<file path="src/rtl/pipelined_mul_unit_if.sv">
// Handshake bundle for the pipelined multiplier: issue side plus result side.
// master: the core that issues operations and consumes results.
// slave : the multiplier.
//   in_valid/in_ready/in_op/in_a/in_b/in_tag   operation issue
//   out_valid/out_ready/out_data/out_tag       result return
interface pipelined_mul_unit_if #(
  parameter int XLEN  = 32,
  parameter int TAG_W = 6
);
  logic             in_valid;
  logic             in_ready;
  logic [1:0]       in_op;
  logic [XLEN-1:0]  in_a;
  logic [XLEN-1:0]  in_b;
  logic [TAG_W-1:0] in_tag;
  logic             out_valid;
  logic             out_ready;
  logic [XLEN-1:0]  out_data;
  logic [TAG_W-1:0] out_tag;

  modport master (
    output in_valid, in_op, in_a, in_b, in_tag, out_ready,
    input  in_ready, out_valid, out_data, out_tag
  );

  modport slave (
    input  in_valid, in_op, in_a, in_b, in_tag, out_ready,
    output in_ready, out_valid, out_data, out_tag
  );
endinterface

</file>
<file path="src/rtl/pipelined_mul_unit.sv">
// Purpose: RV-style integer multiplier (MUL/MULH/MULHSU/MULHU) with STAGES-deep elastic pipeline.
// Latency: STAGES cycles from acceptance to out_valid when the consumer keeps out_ready high.
// Backpressure: a stalled last stage holds its result; upstream bubbles collapse, in_ready drops when full.
//
// Ports:
//   clk, rst   clock and synchronous active-high reset (rst wins over flush)
//   flush      drops every in-flight operation at the next edge
//   bus        pipelined_mul_unit_if.slave: issue handshake and result handshake
//   busy       high while any stage holds an operation
//   perf_ops   (MUL_PERF_CNT_EN only) completed result handshakes, wraps at 2^32
//   perf_stall (MUL_PERF_CNT_EN only) cycles with a result held by out_ready low
// Optional feature macro: MUL_PERF_CNT_EN.
module pipelined_mul_unit #(
  parameter int XLEN   = 32,
  parameter int STAGES = 5,   // legal range 1..8
  parameter int TAG_W  = 6
) (
  input  logic                   clk,
  input  logic                   rst,
  input  logic                   flush,
  pipelined_mul_unit_if.slave    bus,
  output logic                   busy
`ifdef MUL_PERF_CNT_EN
  ,
  output logic [31:0]            perf_ops,
  output logic [31:0]            perf_stall
`endif
);

  localparam int PW = 2 * XLEN;

  localparam logic [1:0] OP_MUL    = 2'd0;
  localparam logic [1:0] OP_MULH   = 2'd1;
  localparam logic [1:0] OP_MULHSU = 2'd2;

  // Stage storage. Stage STAGES-1 is the output stage.
  logic [STAGES-1:0] vld_q;
  logic [STAGES-1:0] vld_d;
  logic [PW-1:0]     prod_q [STAGES];
  logic [PW-1:0]     prod_d [STAGES];
  logic [1:0]        op_q   [STAGES];
  logic [1:0]        op_d   [STAGES];
  logic [TAG_W-1:0]  tag_q  [STAGES];
  logic [TAG_W-1:0]  tag_d  [STAGES];

  // open[i]: stage i is empty or will hand its content on at this edge.
  logic [STAGES-1:0] open;
  logic [STAGES-1:0] ld;
  logic              accept;

  // Operands are sign- or zero-extended to the full product width; the
  // product modulo 2^(2*XLEN) is then exact for every signedness mix.
  logic              a_sgn;
  logic              b_sgn;
  logic [PW-1:0]     a_x;
  logic [PW-1:0]     b_x;
  logic [PW-1:0]     prod_x;

  assign a_sgn  = (bus.in_op == OP_MULH) || (bus.in_op == OP_MULHSU);
  assign b_sgn  = (bus.in_op == OP_MULH);
  assign a_x    = {{XLEN{a_sgn & bus.in_a[XLEN-1]}}, bus.in_a};
  assign b_x    = {{XLEN{b_sgn & bus.in_b[XLEN-1]}}, bus.in_b};
  assign prod_x = a_x * b_x;

  // A stage is open when some stage at or after it is empty, or the
  // consumer is taking the result; this lets bubbles collapse.
  always_comb begin
    logic all_v;
    all_v = 1'b1;
    open  = '0;
    for (int i = STAGES - 1; i >= 0; i--) begin
      all_v   = all_v & vld_q[i];
      open[i] = bus.out_ready | ~all_v;
    end
  end

  assign bus.in_ready = open[0] & ~flush & ~rst;
  assign accept       = bus.in_valid & bus.in_ready;

  always_comb begin
    ld        = '0;
    vld_d     = '0;
    ld[0]     = accept;
    prod_d[0] = prod_x;
    op_d[0]   = bus.in_op;
    tag_d[0]  = bus.in_tag;
    for (int i = 1; i < STAGES; i++) begin
      ld[i]     = vld_q[i-1] & open[i-1];
      prod_d[i] = prod_q[i-1];
      op_d[i]   = op_q[i-1];
      tag_d[i]  = tag_q[i-1];
    end
    for (int i = 0; i < STAGES; i++) begin
      vld_d[i] = ld[i] | (vld_q[i] & ~open[i]);
    end
  end

  always_ff @(posedge clk) begin
    if (rst || flush) begin
      vld_q <= '0;
    end else begin
      vld_q <= vld_d;
    end
    // Payload needs no reset: it is only observed behind its valid bit.
    for (int i = 0; i < STAGES; i++) begin
      if (ld[i]) begin
        prod_q[i] <= prod_d[i];
        op_q[i]   <= op_d[i];
        tag_q[i]  <= tag_d[i];
      end
    end
  end

  logic [XLEN-1:0] result;
  assign result = (op_q[STAGES-1] == OP_MUL) ? prod_q[STAGES-1][XLEN-1:0]
                                             : prod_q[STAGES-1][PW-1:XLEN];

  assign bus.out_valid = vld_q[STAGES-1];
  assign bus.out_data  = bus.out_valid ? result : '0;
  assign bus.out_tag   = bus.out_valid ? tag_q[STAGES-1] : '0;
  assign busy          = |vld_q;

`ifdef MUL_PERF_CNT_EN
  logic [31:0] perf_ops_q;
  logic [31:0] perf_stall_q;

  // Counters survive flush; a handshake in the flush cycle still counts.
  always_ff @(posedge clk) begin
    if (rst) begin
      perf_ops_q   <= '0;
      perf_stall_q <= '0;
    end else begin
      if (bus.out_valid && bus.out_ready) begin
        perf_ops_q <= perf_ops_q + 32'd1;
      end
      if (bus.out_valid && !bus.out_ready) begin
        perf_stall_q <= perf_stall_q + 32'd1;
      end
    end
  end

  assign perf_ops   = perf_ops_q;
  assign perf_stall = perf_stall_q;
`endif

endmodule

</file>
<file path="src/flat_wrapper.sv">
// flat-port wrapper written by rule: the top's interface ports become plain ports
module pipelined_mul_unit_flat 
#(
  parameter int XLEN   = 32,
  parameter int STAGES = 5,                      
  parameter int TAG_W  = 6
)
  (clk, rst, flush, busy, bus_in_valid, bus_in_op, bus_in_a, bus_in_b, bus_in_tag, bus_out_ready, bus_in_ready, bus_out_valid, bus_out_data, bus_out_tag);
  pipelined_mul_unit_if #(.XLEN(XLEN), .TAG_W(TAG_W)) bus_i ();
  input  logic clk;
  input  logic rst;
  input  logic flush;
  output logic busy;
  input wire logic [$bits(bus_i.in_valid)-1:0] bus_in_valid;
  input wire logic [$bits(bus_i.in_op)-1:0] bus_in_op;
  input wire logic [$bits(bus_i.in_a)-1:0] bus_in_a;
  input wire logic [$bits(bus_i.in_b)-1:0] bus_in_b;
  input wire logic [$bits(bus_i.in_tag)-1:0] bus_in_tag;
  input wire logic [$bits(bus_i.out_ready)-1:0] bus_out_ready;
  output wire logic [$bits(bus_i.in_ready)-1:0] bus_in_ready;
  output wire logic [$bits(bus_i.out_valid)-1:0] bus_out_valid;
  output wire logic [$bits(bus_i.out_data)-1:0] bus_out_data;
  output wire logic [$bits(bus_i.out_tag)-1:0] bus_out_tag;
  assign bus_i.in_valid = bus_in_valid;
  assign bus_i.in_op = bus_in_op;
  assign bus_i.in_a = bus_in_a;
  assign bus_i.in_b = bus_in_b;
  assign bus_i.in_tag = bus_in_tag;
  assign bus_i.out_ready = bus_out_ready;
  assign bus_in_ready = bus_i.in_ready;
  assign bus_out_valid = bus_i.out_valid;
  assign bus_out_data = bus_i.out_data;
  assign bus_out_tag = bus_i.out_tag;
  pipelined_mul_unit #(.XLEN(XLEN), .STAGES(STAGES), .TAG_W(TAG_W)) u_core (.clk(clk), .rst(rst), .flush(flush), .bus(bus_i), .busy(busy));
endmodule
</file>
<file path="config.mk">
export PLATFORM = sky130hd
export DESIGN_NAME = pipelined_mul_unit_flat
export DESIGN_NICKNAME = d
export VERILOG_FILES = /design/src/rtl/pipelined_mul_unit_if.sv /design/src/rtl/pipelined_mul_unit.sv /design/src/flat_wrapper.sv
export SDC_FILE = /design/constraint.sdc
export NUM_CORES = 2
export LEC_CHECK = 0
export BUFFER_PORTS_ARGS = -buffer_cell sky130_fd_sc_hd__buf_4
export CORE_MARGIN = 5
export CORE_UTILIZATION = 45
export CTS_CLUSTER_DIAMETER = 30
export DETAILED_ROUTE_END_ITERATION = 6
export MAX_ROUTING_LAYER = met4
export PLACE_DENSITY_LB_ADDON = 0.1
export SLEW_MARGIN = 20
export SYNTH_ARGS = -nofsm -noshare
export SYNTH_HDL_FRONTEND = slang
export SYNTH_SLANG_ARGS = --single-unit
</file>
<file path="constraint.sdc">
create_clock -name clk -period 16.8 [get_ports clk]
set_clock_uncertainty 0.05 [all_clocks]
set_input_delay 1.68 -clock clk [delete_from_list [all_inputs] [get_ports clk]]
set_output_delay 1.68 -clock clk [all_outputs]
set_load 0.01 [all_outputs]
</file>
==> impl_metrics.tcl <==
set metrics [dict create \
    outcome "completed" \
    yosys-top-cells-area "fa_1 45%, edfxtp_1 22%, inv_1 8.9%" \
    routed_wl_microns 121000 \
    yosys.area.top_type "fa_1" \
    multi_input_comb_area_sq_um 33400 \
    crit_fanout 32 \
    yosysMostFrequentCell "inv_1" \
    fp.dieH_microns 342 \
    reg2reg_slack_ps 14020 \
    viasPerCell 4.98 \
    rsz0062_at_grt "false" \
    fmax_mhz 102 \
    nets 6109 \
    yosys_warnings 0 \
    cap_violations 0 \
    crit_path_max_incr_delay_ps 640 \
    vias 30900 \
    hold_class "reg2reg" \
    synth-edff-count 360 \
    cp-startpoint "bus_in_op[0]" \
    post-cts-setup-buffer-count 0 \
    core_area_sq_um 109000 \
    cts_tree "yes" \
    cts_hold_buf 0 \
    endpoint_kind "flop" \
    worstHoldStart "u_core.prod_q[0][22]" \
    min_to "u_core.prod_q[0][86]" \
    cts-root-buf "clkbuf_16" \
    fillers 10200 \
    die_w_microns 342 \
    grt_use_total 0.220 \
    start_util 0.454 \
    crit_top_cell "fa_1" \
    grt_overflow 0 \
    clock_path_buffers 3 \
    whs_path_depth 0 \
    drtIter0Drc 1902 \
    synthFlopType "edfxtp_1" \
    firstDrtPassIters 5 \
    htreeDepth 2 \
    area_delta_synth_final_pct 7.33 \
    setup_viol 0 \
    yosysSeqAreaShare 0.220 \
    worst_pin_slew_ps 981 \
    r2r.worst_path.cells 6 \
    io_pins 118 \
    synth_common_cells "1176 x inv_1, 1125 x fa_1, 879 x nand2_1" \
    antenna_found_initial 5 \
    drtAntennaViolNets 0 \
    cts_resized 0 \
    grt_pass1_wl_microns 194000 \
    synth_nets 6160 \
    synth_top_area_share 0.454 \
    grt_max_degree 73 \
    path_class "in2reg" \
    regArea_sq_um 10900 \
    fin_tns_setup_ps 0 \
    port_buffers 117 \
    maxSlewViolCount 0 \
    yosysUniqueCellTypes 64 \
    drc 0 \
    reg2reg_to "u_core.prod_q[0][1]" \
    hpwl_microns 96400 \
    ys_ff_latch 365 \
    finalHoldViolCount 0 \
    fin_crit_sh 0.584 \
    syn_area_sq_um 49600 \
    cts_sinks 365 \
    cts_made_buffers 48 \
    r2r-start "u_core.vld_q[4]" \
    wl_per_cell_microns 19.5 \
    num_rows 121 \
    async_reset_ff_frac 0 \
    synthCells 4745 \
    clock_latency_ps 540 \
    cp.arrival_ps 10030 \
    cp-start-kind "primary input" \
    syn_area_per_cell_sq_um 10.5 \
    dieArea_sq_um 117000 \
    slowest_stage "fa_1" \
    max-slew-margin-rel 0.346 \
    drive_gt1_frac 0.0530 \
    finalWeightedCongestion 0.884 \
    path_clk_slew_ps 60 \
    grt_pass1_vias 33800 \
    min_period_ps 9820 \
    crit_required_ps 17010 \
]
## logic make-up after synthesis
group           after synthesis  share of synthesized area
buf+inv                    1405                      0.107
flops                       365                      0.220
fa+ha+maj                  1338                      0.508
simple gates               1326                      0.120
xor+xnor                     74                     0.0131
compound gates              237                     0.0324
## cell type report
cell class,instances,share of cell area
Inverter,1176,0.0829
Sequential cell,365,0.205
Tap cell,1476,0.0347
Timing Repair Buffer,128,0.0181
Clock buffer,51,0.0232
Multi-Input combinational cell,2975,0.628
Antenna cell,6,0.000282
Clock inverter,37,0.00783
## worst max-delay path, delay by kind of cell
kind                       cells  cell delay (ps)
buffers and inverters          7             1480
and+or+nand+nor                3              430
AOI/OAI and AO/OA              9             1610
adders and majority gates     10             4790
## state kept, by name, indices dropped and copies added, names as in the netlist
register	cells
u_core.prod_q	320
u_core.tag_q	30
u_core.op_q	10
u_core.vld_q	5
## routing by layer
| metal | track usage | up-vias | wire length, microns |
|---|---|---|---|
| met1 | 0.318 | 16200 | 56600 |
| met3 | 0.0491 | 103 | 9170 |
| met4 | 0.0289 | 0 | 1490 |
| li1 | - | 13800 | - |
| met2 | 0.330 | 850 | 53800 |
| met5 | - | - | 0 |
## how the worst max path moves through the flow
stage | end | slack, ps | depth (start not counted)
3_5_place_dp | u_core.prod_q[0][62] | 6460 | 29
3_3_place_gp | u_core.prod_q[0][62] | 6480 | 29
5_1_grt | u_core.prod_q[0][62] | 6580 | 29
4_1_cts | u_core.prod_q[0][62] | 7010 | 29
6_report | u_core.prod_q[0][62] | 6980 | 29
2_1_floorplan | u_core.prod_q[0][62] | 7240 | 29
## per-stage QoR
stage | util | instance area, sq um | cells | hold slack [ps] | worst slack (ps)
finish | 0.488 | 53200 | 6214 | 359 | 6980
global route | 0.488 | 53200 | 6212 | 363 | 6580
CTS | 0.488 | 53200 | 6208 | 361 | 7010
detailed placement | 0.472 | 51600 | 6120 | 355 | 6460
global placement | 0.472 | 51600 | 6120 | 351 | 6480
floorplan | - | 49600 | 4745 | 350 | 7240
## cells in the final DEF, fill, tap and decap left out, drive strengths merged, types with 36 or more instances in the layout
| cell | instances |
|---|---|
| inv | 1185 |
| fa | 1125 |
| nand2 | 879 |
| edfxtp | 360 |
| and2 | 292 |
| ha | 213 |
| buf | 128 |
| a21oi | 65 |
| nor2 | 58 |
| clkbuf | 51 |
| xnor2 | 50 |
| a21o | 43 |
| a21boi | 36 |
Power is left out: the tool's default activity adds up to more than one toggle a clock period on the data nets, which glitch-free logic cannot reach.
